===== config.mk =====
export PLATFORM = sky130hd
export DESIGN_NAME = bgr_scan_ctrl
export DESIGN_NICKNAME = d
export VERILOG_FILES = /design/src/rtl/bgr_pkg.sv /design/src/rtl/bgr_dwell_timer.sv /design/src/rtl/bgr_scan_ctrl.sv
export SDC_FILE = /design/constraint.sdc
export NUM_CORES = 1
export LEC_CHECK = 0
export CORE_MARGIN = 2
export CORE_UTILIZATION = 65
export CTS_BUF_LIST = sky130_fd_sc_hd__clkbuf_8
export DETAILED_ROUTE_END_ITERATION = 12
export DONT_BUFFER_PORTS = 1
export MAX_ROUTING_LAYER = met4
export PLACE_DENSITY = 0.81
export SETUP_SLACK_MARGIN = 0.4
export SYNTH_ARGS = -nofsm -noshare
export SYNTH_HDL_FRONTEND = slang
export SYNTH_SLANG_ARGS = --single-unit
export TNS_END_PERCENT = 10

===== constraint.sdc =====
create_clock -name wb_clk_i -period 7.9 [get_ports wb_clk_i]
set_input_delay 0.79 -clock wb_clk_i [delete_from_list [all_inputs] [get_ports wb_clk_i]]
set_output_delay 0.79 -clock wb_clk_i [all_outputs]
set_load 0.01 [all_outputs]

===== src/rtl/bgr_pkg.sv =====
// Shared definitions for the bandgap-array scan sequencer: state encoding,
// array geometry and chan_mask bit positions.
package bgr_pkg;

  localparam int NUM_BGR = 32;
  localparam int SEL_W   = 5;

  localparam int MASK_VBGR = 0;
  localparam int MASK_VA   = 1;
  localparam int MASK_VB   = 2;

  typedef enum logic [2:0] {
    ST_IDLE    = 3'd0,
    ST_PORST   = 3'd1,
    ST_SETTLE  = 3'd2,
    ST_DEC_ON  = 3'd3,
    ST_DWELL   = 3'd4,
    ST_SW_OFF  = 3'd5,
    ST_DEC_OFF = 3'd6,
    ST_FIN     = 3'd7
  } bgr_state_e;

  function automatic logic [NUM_BGR-1:0] onehot_sel(input logic [SEL_W-1:0] idx);
    logic [NUM_BGR-1:0] v;
    v      = '0;
    v[idx] = 1'b1;
    return v;
  endfunction

endpackage


===== src/rtl/bgr_dwell_timer.sv =====
// Loadable down-counter shared by the PORST, SETTLE and DWELL phases.
// o_expire is high during the last cycle of a loaded interval.
module bgr_dwell_timer #(
  parameter int CNT_W = 16
) (
  input  logic             i_clk,
  input  logic             i_rst,
  input  logic             i_load,
  input  logic [CNT_W-1:0] i_len,
  output logic             o_expire
);

  logic [CNT_W-1:0] r_cnt;
  logic [CNT_W-1:0] w_len_fixed;

  // A zero length still occupies one cycle of the phase.
  assign w_len_fixed = (i_len == '0) ? CNT_W'(1) : i_len;
  assign o_expire    = (r_cnt == CNT_W'(1));

  always_ff @(posedge i_clk or posedge i_rst) begin
    if (i_rst) begin
      r_cnt <= '0;
    end else if (i_load) begin
      r_cnt <= w_len_fixed;
    end else if (r_cnt != '0) begin
      r_cnt <= r_cnt - CNT_W'(1);
    end
  end

endmodule


===== src/rtl/bgr_scan_ctrl.sv =====
// Scan sequencer for the 32-macro bandgap array: porst pulse, settle, then
// break-before-make routing of the selected macro onto the Vbgr/Va/Vb muxes.
module bgr_scan_ctrl
  import bgr_pkg::*;
#(
  parameter int CNT_W = 16
) (
  input  logic               wb_clk_i,
  input  logic               wb_rst_i,
  input  logic               start,
  input  logic               stop,
  input  logic               sweep,
  input  logic [SEL_W-1:0]   first_idx,
  input  logic [SEL_W-1:0]   last_idx,
  input  logic [2:0]         chan_mask,
  input  logic [CNT_W-1:0]   porst_len,
  input  logic [CNT_W-1:0]   settle_len,
  input  logic [CNT_W-1:0]   dwell_len,
  output logic [NUM_BGR-1:0] porst,
  output logic [SEL_W-1:0]   s_vbgr,
  output logic [SEL_W-1:0]   s_va,
  output logic [SEL_W-1:0]   s_vb,
  output logic               decoder_en_vbgr,
  output logic               decoder_en_va,
  output logic               decoder_en_vb,
  output logic               switch_en_vbgr,
  output logic               switch_en_va,
  output logic               switch_en_vb,
  output logic               busy,
  output logic               ch_valid,
  output logic [SEL_W-1:0]   cur_idx,
  output logic               done,
  output logic               aborted,
  output logic [2:0]         o_dbg_state
);

  bgr_state_e         r_state;
  logic [SEL_W-1:0]   r_idx;
  logic               r_sweep;
  logic [SEL_W-1:0]   r_last;
  logic [2:0]         r_mask;
  logic [CNT_W-1:0]   r_plen;
  logic [CNT_W-1:0]   r_slen;
  logic [CNT_W-1:0]   r_dlen;
  logic               r_aborted;

  logic [NUM_BGR-1:0] r_porst;
  logic [SEL_W-1:0]   r_sel;
  logic [2:0]         r_dec;
  logic [2:0]         r_sw;
  logic               r_busy;
  logic               r_ch_valid;
  logic [SEL_W-1:0]   r_cur_idx;
  logic               r_done;

  bgr_state_e         w_next_state;
  logic [SEL_W-1:0]   w_next_idx;
  logic               w_load;
  logic [CNT_W-1:0]   w_len;
  logic               w_accept;
  logic               w_stop_run;
  logic               w_expire;

  bgr_dwell_timer #(
    .CNT_W(CNT_W)
  ) u_timer (
    .i_clk    (wb_clk_i),
    .i_rst    (wb_rst_i),
    .i_load   (w_load),
    .i_len    (w_len),
    .o_expire (w_expire)
  );

  // A stop seen anywhere between PORST and DEC_OFF aborts the run.
  assign w_stop_run = stop && (r_state inside {ST_PORST, ST_SETTLE, ST_DEC_ON,
                                               ST_DWELL, ST_SW_OFF, ST_DEC_OFF});

  always_comb begin
    w_next_state = r_state;
    w_next_idx   = r_idx;
    w_load       = 1'b0;
    w_len        = r_plen;
    w_accept     = 1'b0;
    case (r_state)
      ST_IDLE: begin
        if (start && !stop) begin
          w_accept     = 1'b1;
          w_next_state = ST_PORST;
          w_next_idx   = first_idx;
          w_load       = 1'b1;
          w_len        = porst_len;
        end
      end
      ST_PORST: begin
        if (stop) begin
          w_next_state = ST_DEC_OFF;
        end else if (w_expire) begin
          w_next_state = ST_SETTLE;
          w_load       = 1'b1;
          w_len        = r_slen;
        end
      end
      ST_SETTLE: begin
        if (stop) begin
          w_next_state = ST_DEC_OFF;
        end else if (w_expire) begin
          w_next_state = ST_DEC_ON;
        end
      end
      ST_DEC_ON: begin
        if (stop) begin
          w_next_state = ST_DEC_OFF;
        end else begin
          w_next_state = ST_DWELL;
          w_load       = 1'b1;
          w_len        = r_dlen;
        end
      end
      ST_DWELL: begin
        if (stop || w_expire) begin
          w_next_state = ST_SW_OFF;
        end
      end
      ST_SW_OFF: begin
        w_next_state = ST_DEC_OFF;
      end
      ST_DEC_OFF: begin
        if (stop || r_aborted || !r_sweep || (r_idx == r_last)) begin
          w_next_state = ST_FIN;
        end else begin
          w_next_state = ST_PORST;
          w_next_idx   = r_idx + SEL_W'(1);
          w_load       = 1'b1;
          w_len        = r_plen;
        end
      end
      ST_FIN: begin
        w_next_state = ST_IDLE;
      end
      default: begin
        w_next_state = ST_IDLE;
      end
    endcase
  end

  always_ff @(posedge wb_clk_i or posedge wb_rst_i) begin
    if (wb_rst_i) begin
      r_sweep <= 1'b0;
      r_last  <= '0;
      r_mask  <= '0;
      r_plen  <= '0;
      r_slen  <= '0;
      r_dlen  <= '0;
    end else if (w_accept) begin
      r_sweep <= sweep;
      r_last  <= last_idx;
      r_mask  <= chan_mask;
      r_plen  <= porst_len;
      r_slen  <= settle_len;
      r_dlen  <= dwell_len;
    end
  end

  always_ff @(posedge wb_clk_i or posedge wb_rst_i) begin
    if (wb_rst_i) begin
      r_aborted <= 1'b0;
    end else if (w_accept) begin
      r_aborted <= 1'b0;
    end else if (w_stop_run) begin
      r_aborted <= 1'b1;
    end
  end

  // Outputs are decoded from the next state so they are flops aligned with r_state.
  always_ff @(posedge wb_clk_i or posedge wb_rst_i) begin
    if (wb_rst_i) begin
      r_state    <= ST_IDLE;
      r_idx      <= '0;
      r_porst    <= '0;
      r_sel      <= '0;
      r_dec      <= '0;
      r_sw       <= '0;
      r_busy     <= 1'b0;
      r_ch_valid <= 1'b0;
      r_cur_idx  <= '0;
      r_done     <= 1'b0;
    end else begin
      r_state    <= w_next_state;
      r_idx      <= w_next_idx;
      r_porst    <= (w_next_state == ST_PORST) ? onehot_sel(w_next_idx) : '0;
      r_sel      <= (w_next_state != ST_IDLE) ? w_next_idx : '0;
      r_dec      <= (w_next_state inside {ST_DEC_ON, ST_DWELL, ST_SW_OFF}) ? r_mask : 3'b000;
      r_sw       <= (w_next_state == ST_DWELL) ? r_mask : 3'b000;
      r_busy     <= (w_next_state != ST_IDLE);
      r_ch_valid <= (w_next_state == ST_DWELL);
      r_cur_idx  <= (w_next_state != ST_IDLE) ? w_next_idx : '0;
      r_done     <= (w_next_state == ST_FIN);
    end
  end

  assign porst           = r_porst;
  assign s_vbgr          = r_sel;
  assign s_va            = r_sel;
  assign s_vb            = r_sel;
  assign decoder_en_vbgr = r_dec[MASK_VBGR];
  assign decoder_en_va   = r_dec[MASK_VA];
  assign decoder_en_vb   = r_dec[MASK_VB];
  assign switch_en_vbgr  = r_sw[MASK_VBGR];
  assign switch_en_va    = r_sw[MASK_VA];
  assign switch_en_vb    = r_sw[MASK_VB];
  assign busy            = r_busy;
  assign ch_valid        = r_ch_valid;
  assign cur_idx         = r_cur_idx;
  assign done            = r_done;
  assign aborted         = r_aborted;
  assign o_dbg_state     = r_state;

endmodule


==> metrics <==
share of layout cells above drive strength 1=0.2500; Nets=576; clock buffer depth=2; PwrDens=398.6 nW/um^2; CP endpoint kind=register; Clock Pin Slew Worst Setup and Hold Paths=0.09 ns; final-report setup violation count=0; status=completed; number of flops mapped to enable cells by yosys=0; fmax=299.5 MHz; Seq. cell area=3203 um^2; Crit path required time=8.24 ns; critical path's top delay family=compound AO/OA/AOI/OAI gates; Post-CTS Resized=0; Port Buffers=0; fill count=598; DIE AREA=9980 um^2; RD Place Congestion=0.8911; clk_skew=0.02315 ns; critical path class=reg2reg; Layout Utilization=0.7144; Multi-input gate area=2471 um^2; synthesized area=5978 um^2; CP arrival=3.68 ns; period utilization=0.4226; number of DRC markers in iteration 0=301; Sum Neg Setup Slack=0 ns; area added between synthesis and finish=5.232%; syn_area_per_cell=11.41 um^2; RSZ-0062 raised after global routing=false; initial antenna violation count=0; VDD IR max=0.0002164 V; CTS tree=yes; Routed WL per cell=21.29 um; Post-Synthesis Cells=524; dpl hpwl=9248 um; htree depth=4; Syn. warnings=0; Yosys reg bits=128; via count=4,054; clk_lat worst skew=0.45 ns; LEAKAGE=2.785 nW; Core Region=8806 um^2; Clock Sink Count=128; Vias/cell=6.445; 1st-pass router iterations=5; Syn Nets=593; total grt overflow=0; # DRC=0; CP max FO=22; slowest stage delay, CP=0.96 ns; post-synth top area share=0.5358; Post-synth top cells=128 x dfrtp_1, 65 x nor2_1, 58 x mux2_2; Critical Path Source Type=register; share of async-settable or async-resettable flops after synthesis=1.000; Distinct cells, synth=60; die outline height=99.90 um; clock root buffer=clkbuf_8; Final Max Slew Viols=0; row count=34; antenna-violating nets left=0; Hold Fails Final Rpt=0; Slew @ Worst Pin=1.196 ns; Primary FF master, synth=dfrtp_1; hold_buf cts=0; Rel. slew slack=0.2026; cts bufs inserted=17; GRT Total Usage=0.2948; most common cell in the synthesized netlist=dfrtp_1; Critical path buffers and inverters=1; Cell Chain, Critical Path=inv_1, ha_1, or4b_2, nor4_4, o21a_1, a21oi_1, o32ai_2, nand2_1, o21ai_0; synth top area cells=dfrtp_1 54%, mux2_2 11%, nor2_1 4.1%; via count of the first global-routing pass=4,193; postcts setup bufs=0; die width=99.90 um; slowest CP cell=o32ai_2; Total Wirelength=13,390 um; Yosys top cell by area=dfrtp_1; Max Cap Viol=0; IO Pins=131; Tmin final=3.339 ns; register area share after synthesis=0.5358; first-pass GRT wire length=21,760 um; Starting Density=0.6789; hold crit path type=in2async; largest net degree at the start of global routing=79
[worst register-to-register path, stage by stage (launching register included)]
cell     delay, ns
dfrtp_1       0.41
inv_1         0.09
ha_1          0.14
or4b_2        0.65
nor4_4        0.38
o21a_1        0.16
a21oi_1       0.05
o32ai_2       0.96
nand2_1       0.24
o21ai_0       0.17
[where the power goes]
| part | internal, mW | switching (mW) |
|---|---|---|
| Sequential | 0.896 | 0.270 |
| Combinational | 0.381 | 0.390 |
| Clock | 0.265 | 0.306 |
| Total | 1.54 | 0.966 |
[per-layer routing]
| metal | GRT usage | routed length [um] | part of all wire |
|---|---|---|---|
| met5 | - | 0 | 0 |
| met4 | 0.09273 | 273 | 0.020 |
| met3 | 0.09401 | 1173 | 0.088 |
| met2 | 0.4366 | 6427 | 0.48 |
| met1 | 0.3941 | 5517 | 0.41 |
[cell families (layout without fill, tap and decap cells)]
| kind of cell | count (synthesis) | count (layout) | share of synthesized area |
|---|---|---|---|
| adder cells (fa/ha/maj) | 3 | 3 | 0.006279 |
| multiplexers | 59 | 59 | 0.1109 |
| flip-flops | 128 | 128 | 0.5358 |
| AO/OA/AOI/OAI | 93 | 93 | 0.1256 |
| buffers and inverters | 53 | 49 | 0.05358 |
| other | 0 | 1 | 0 |
| AND/OR/NAND/NOR | 175 | 175 | 0.1488 |
| XOR/XNOR | 13 | 13 | 0.01905 |
[sequential cells by signal, summed over array words and instances, names as in the netlist, 3 cells and up]
| signal | count |
|---|---|
| cur_idx | 5 |
| o_dbg_state | 3 |
| porst | 32 |
| r_dec | 3 |
| r_dlen | 16 |
| r_idx | 5 |
| r_last | 5 |
| r_mask | 3 |
| r_plen | 16 |
| r_slen | 16 |
| r_sw | 3 |
| u_timer.r_cnt | 16 |
[path summary, 6_finish.rpt]
path,slack [ns],startpoint,to,cells after the start
max,4.56,u_timer.r_cnt[1],u_timer.r_cnt[8],9
min,0.33,wb_rst_i,r_dlen[7],1
max reg2reg,4.56,u_timer.r_cnt[1],u_timer.r_cnt[8],9
min reg2reg,0.50,r_mask[0],r_dec[0],1
max in group asynchronous,6.21,wb_rst_i,porst[22],2
min in group wb_clk_i,0.49,last_idx[1],r_last[1],1
[cell type report]
cell class,instances,share of cell area
Antenna cell,1,0.0003978
Clock inverter,15,0.02605
Multi-Input combinational cell,343,0.3928
Clock buffer,17,0.03719
Inverter,13,0.008154
Timing Repair Buffer,4,0.004773
Tap cell,108,0.02148
Sequential cell,128,0.5091
[through the flow]
stage	hold slack, ns	total power [mW]	std cells	setup WS (ns)	cell area, um^2
final	0.3302	2.508	629	4.561	6291
after global routing	0.3851	2.664	628	4.250	6289
after CTS	0.3694	2.505	628	4.578	6289
after detailed placement	0.4834	1.934	596	4.486	5891
after global placement	0.4775	1.885	596	4.617	5891
after floorplan	0.4636	1.798	524	3.697	5978
[layout by cell type, fill, tap and decap left out, types with 4 or more instances in the layout]
cell,synthesis,routed
nor2_1,65,65
nand2_1,34,34
a211oi_1,5,5
dfrtp_1,128,128
mux2_2,58,58
nor3_1,5,5
clkbuf_8,2,17
or3_1,4,4
inv_8,0,6
and2_1,23,23
xor2_1,10,10
nor2b_1,4,4
nor4_1,6,6
a221o_1,13,13
inv_1,13,12
buf_4,15,4
a221o_2,19,19
o21ai_0,18,18
inv_6,0,4
nand3_1,13,13
a21oi_1,12,12
(Power assumes the default switching activity.)
